### src/rtl/seq_detect_moore_param.sv
// Parametrised Moore sequence detector with a runtime-loadable pattern,
// overlap/non-overlap matching and a saturating match counter.
module seq_detect_moore_param #(
  parameter int                 PAT_LEN = 4,
  parameter logic [PAT_LEN-1:0] PATTERN = 4'b1011,
  parameter bit                 OVERLAP = 1'b1,
  parameter int                 CNT_W   = 8
) (
  input  logic                           clk,
  input  logic                           reset,
  input  logic                           en,
  input  logic                           a,
  input  logic                           pat_load,
  input  logic [PAT_LEN-1:0]             pat_in,
  input  logic                           cnt_clr,
  output logic                           y,
  output logic [CNT_W-1:0]               match_cnt,
  output logic [$clog2(PAT_LEN+1)-1:0]   state_o
);

  localparam int SW = $clog2(PAT_LEN + 1);

  // Sk means the last k sampled bits equal the first k pattern bits,
  // so the state alone is a complete summary of the useful history.
  typedef enum logic [SW-1:0] {
    S0      = SW'(0),
    S_MATCH = SW'(PAT_LEN)
  } state_t;

  state_t             state;
  state_t             state_nxt;
  logic [PAT_LEN-1:0] pat_reg;
  logic [CNT_W-1:0]   cnt;
  logic               hit;

  logic [PAT_LEN:0]   ext;
  logic [PAT_LEN:0]   hist;
  logic [PAT_LEN:0]   msk;
  logic [SW-1:0]      nk;
  int                 kk;

  // KMP next state: longest pattern prefix that ends the bit string
  // (matched prefix of length kk) followed by the new bit a.
  always_comb begin
    state_nxt = state;
    hit       = 1'b0;
    nk        = '0;
    msk       = '0;
    kk        = int'(state);
    if (state == S_MATCH && !OVERLAP)
      kk = 0;
    ext  = {1'b0, pat_reg};
    hist = ((ext >> (PAT_LEN - kk)) << 1)
         | {{PAT_LEN{1'b0}}, a};
    for (int j = 1; j <= PAT_LEN; j++) begin
      msk = ~({(PAT_LEN+1){1'b1}} << j);
      if (j <= kk + 1 &&
          (hist & msk) == (ext >> (PAT_LEN - j)))
        nk = SW'(j);
    end
    if (pat_load) begin
      state_nxt = S0;
    end else if (en) begin
      state_nxt = state_t'(nk);
      hit       = (nk == SW'(PAT_LEN));
    end
  end

  // State register; a load restarts detection from S0.
  always_ff @(posedge clk or posedge reset) begin
    if (reset)
      state <= S0;
    else
      state <= state_nxt;
  end

  // Pattern register, reloadable at runtime.
  always_ff @(posedge clk or posedge reset) begin
    if (reset)
      pat_reg <= PATTERN;
    else if (pat_load)
      pat_reg <= pat_in;
  end

  // Saturating match counter; a clear on a matching edge keeps that match.
  always_ff @(posedge clk or posedge reset) begin
    if (reset)
      cnt <= '0;
    else if (cnt_clr)
      cnt <= hit ? CNT_W'(1) : '0;
    else if (hit && cnt != '1)
      cnt <= cnt + CNT_W'(1);
  end

  assign y         = (state == S_MATCH);
  assign match_cnt = cnt;
  assign state_o   = state;

endmodule

### config.mk
export PLATFORM = sky130hd
export DESIGN_NAME = seq_detect_moore_param
export DESIGN_NICKNAME = d
export VERILOG_FILES = /design/src/rtl/seq_detect_moore_param.sv
export SDC_FILE = /design/constraint.sdc
export NUM_CORES = 1
export LEC_CHECK = 0
export ABC_AREA = 0
export CAP_MARGIN = 40
export CORE_ASPECT_RATIO = 0.8
export CORE_MARGIN = 2
export CORE_UTILIZATION = 55
export CTS_CLUSTER_DIAMETER = 60
export DETAILED_ROUTE_END_ITERATION = 10
export GPL_TIMING_DRIVEN = 0
export PLACE_DENSITY_LB_ADDON = 0.3
export SLEW_MARGIN = 10
export SYNTH_ARGS = -nofsm -noshare
export SYNTH_HDL_FRONTEND = slang
export SYNTH_SLANG_ARGS = --single-unit
### constraint.sdc
create_clock -name clk -period 5.8 [get_ports clk]
set_input_delay 1.45 -clock clk [delete_from_list [all_inputs] [get_ports clk]]
set_output_delay 1.45 -clock clk [all_outputs]
set_load 0.1 [all_outputs]
==> results.json <==
{
  "criticalPathCategory": "reg2out",
  "cts_tree": "done",
  "p_leak_uw": 0.000714,
  "synth_area_mm2": 0.00131,
  "routed_wl_mm": 3.62,
  "die_y_um": 47.6,
  "ctsHoldBuffers": 0,
  "ioPinCount": 22,
  "max_cap_viol_count": 0,
  "power.switching_uw": 110,
  "n_antenna_cell": 0,
  "grt_pass1_vias": 1241,
  "r2r_slack_ps": 2180,
  "utilization": 0.795,
  "final.min_clock_period_ps": 3620,
  "ys_seq_area_frac": 0.290,
  "avgViaCountPerCell": 6.38,
  "crit_buf_inv": 4,
  "maxSlewViolCount": 0,
  "syn_to_final_growth_pct": 33.6,
  "p_clk_frac": 0.204,
  "status": "finished clean",
  "grt_pass1_wl_mm": 5.91,
  "hold_viol": 0,
  "largest_reg_flops": 8,
  "relSlewSlack": 0.461,
  "post_cts_resized": 0,
  "dieArea_mm2": 0.00278,
  "fmax_ghz": 0.276,
  "groute.usage.overall": 0.295,
  "rr_endpoint": "match_cnt[4]",
  "finalSetupViolCount": 0,
  "portBuffers": 20,
  "worst_slew_pin_slew_ps": 802,
  "fp.dieW_um": 58.5,
  "r2r_start": "state_o[0]",
  "hold_start": "match_cnt[1]",
  "crit_chain": "buf_6 -> inv_1 -> ha_1 -> ha_1 -> clkdlybuf4s50_1 -> buf_8",
  "drive_gt1_frac": 0.177,
  "grt_overflow": 0,
  "clockBufferDepth": 2,
  "yosys_warnings": 0,
  "power.density_mw_per_mm2": 167,
  "cts-buffers-inserted": 3,
  "synth_cells": 150,
  "first_pass_iters": 6,
  "drc": 0,
  "crit_path_top_delay_cell": "clkdlybuf4s50_1",
  "synth_cell_types": 44,
  "drtIter0Drc": 88,
  "dpl.hpwl_mm": 2.84,
  "hold_path_class": "reg2reg",
  "postSynthAreaPerCell_um2": 8.71,
  "ctsRootBufferMaster": "clkbuf_4",
  "intPower_uw": 182,
  "p_seq_frac": 0.395,
  "cp.arrival_ps": 2170,
  "reg2reg_depth": 12,
  "start_util": 0.595,
  "rows": 15,
  "comb_power_share": 0.401,
  "wl_per_cell_um": 17.2,
  "antenna_found_initial": 0,
  "clock_sinks": 15,
  "ys_seq_elements": 15,
  "finalNonFillerCells": 211,
  "grt_max_degree": 16,
  "post-cts-setup-buffers": 0,
  "swShare": 0.376,
  "setup_tns_ps": 0,
  "cp_common_cell": "ha_1",
  "period_share": 0.624,
  "cts_htree_levels": 1,
  "cp_top_family": "buffers and inverters",
  "antenna_left": 0,
  "gp_congestion": 0.831,
  "vdd_drop_max_mv": 0.201,
  "holdPathStages": 2,
  "critPathCaptureType": "output port",
  "clk-insertion-delay-late_ps": 290,
  "max_stage_delay_ps": 510,
  "setup.worst_path.start_class": "flip-flop",
  "rsz0062_at_grt": "false",
  "nets": 202,
  "core_area_mm2": 0.00220,
  "synth.net_count": 165,
  "placedCellCount": 207,
  "hold_end": "match_cnt[1]",
  "dr_total_vias": 1346,
  "critical_path.max_fanout": 9,
  "clk_pin_slew_ps": 90,
  "worstPathRequired_ps": 4350,
  "skew_ps": 1.69,
  "hold_ws_ps": 614
}
synth_stat cells, drive strengths merged:
cell / n / share of area
nor4: 3 / 0.037
nand2b: 5 / 0.024
clkbuf: 8 / 0.023
nand2: 12 / 0.034
o21ai: 6 / 0.023
a211oi: 2 / 0.011
mux2i: 4 / 0.031
o21a: 1 / 0.0057
mux2: 8 / 0.072
o2bb2ai: 1 / 0.0067
a311oi: 1 / 0.0067
ha: 5 / 0.048
a21oi: 5 / 0.019
nor2b: 7 / 0.034
a221oi: 3 / 0.020
nand3b: 2 / 0.011
or3: 3 / 0.014
nand4: 1 / 0.0048
a2111oi: 1 / 0.0067
nor2: 15 / 0.043
o32ai: 2 / 0.013
o211a: 1 / 0.0077
o31ai: 1 / 0.0057
xor2: 4 / 0.027
a211o: 1 / 0.0067
nand3: 6 / 0.023
inv: 10 / 0.029
or2: 1 / 0.0048
dfstp: 3 / 0.060
nor3: 3 / 0.011
a22oi: 1 / 0.0057
o2111ai: 2 / 0.013
dfrtp: 12 / 0.23
xnor2: 1 / 0.0067
or4: 1 / 0.0086
o41ai: 1 / 0.0067
a31oi: 1 / 0.0048
a32oi: 1 / 0.021
nor4b: 1 / 0.0067
o21bai: 1 / 0.0057
buf: 3 / 0.026
final cells by class:
class,count,area (µm²)
clock buffers,3,22.5
flip-flops and latches,15,379
repair buffers,32,380
plain buffers,11,63.8
multi-input cells,114,826
clock inverters,1,5.00
inverters,10,37.5
well taps,25,31.3
fillers,138,450
cells by family (layout without fill, tap and decap cells):
logic type	count (synthesis)	in the layout	synth area share
simple gates	60	60	0.258
compound gates	32	32	0.191
buf+inv	21	57	0.0776
flops	15	15	0.290
mux	12	12	0.102
fa+ha+maj	5	5	0.0479
xor+xnor	5	5	0.0335
worst max-delay path by stage:
stage               cells past startpoint  slack, ps        from      endpoint
finish                                  6       2180  state_o[0]             y
global route                           11       2030  state_o[0]  match_cnt[2]
CTS                                     6       2220  state_o[0]             y
detailed placement                      8       2040           a  match_cnt[4]
global placement                        8       2160           a  match_cnt[4]
floorplan                              11       2070  state_o[1]  match_cnt[4]
worst reg2reg max path, delay by kind of cell, from the launching register on:
| kind | cells | cell delay [ps] |
|---|---|---|
| and+or+nand+nor | 2 | 770 |
| adders and majority gates | 2 | 450 |
| DFF | 1 | 430 |
| muxes | 1 | 350 |
| AOI/OAI and AO/OA | 3 | 780 |
| buffers and inverters | 4 | 720 |
routing by layer:
metal | wire (µm) | share of wire | track usage | vias to the layer above
met4 | 104 | 0.029 | 0.102 | 0
met3 | 360 | 0.099 | 0.0865 | 22
met1 | 1450 | 0.40 | 0.384 | 635
met5 | 0 | 0 | 0 | -
met2 | 1710 | 0.47 | 0.481 | 81
li1 | - | - | - | 608
power groups by stage:
stage	clock [µW]	combinational (µW)	sequential, µW
finish	59.5	117	115
floorplan	0	69.5	128
global placement	0	102	116
CTS	60.1	114	115
detailed placement	0	114	117
global route	66.6	124	116
per-stage QoR:
step / worst slack (ps) / total power, µW / instance area, µm²
after floorplan: 2070 / 197 / 1310
after global placement: 2160 / 218 / 1540
after detailed placement: 2040 / 231 / 1720
after CTS: 2220 / 289 / 1750
after global routing: 2030 / 306 / 1750
final: 2180 / 292 / 1750
cells in the final DEF (no fill, tap or decap), types with 6 or more instances in the layout:
master,netlist,routed
clkdlybuf4s50_1,0,20
nor2_1,15,15
nand2_1,12,12
dfrtp_1,12,12
buf_8,0,12
inv_1,10,10
clkbuf_1,8,8
nor2b_1,7,7
nand3_1,6,6
o21ai_0,6,6
No activity file was read; power rests on OpenSTA's default activity.
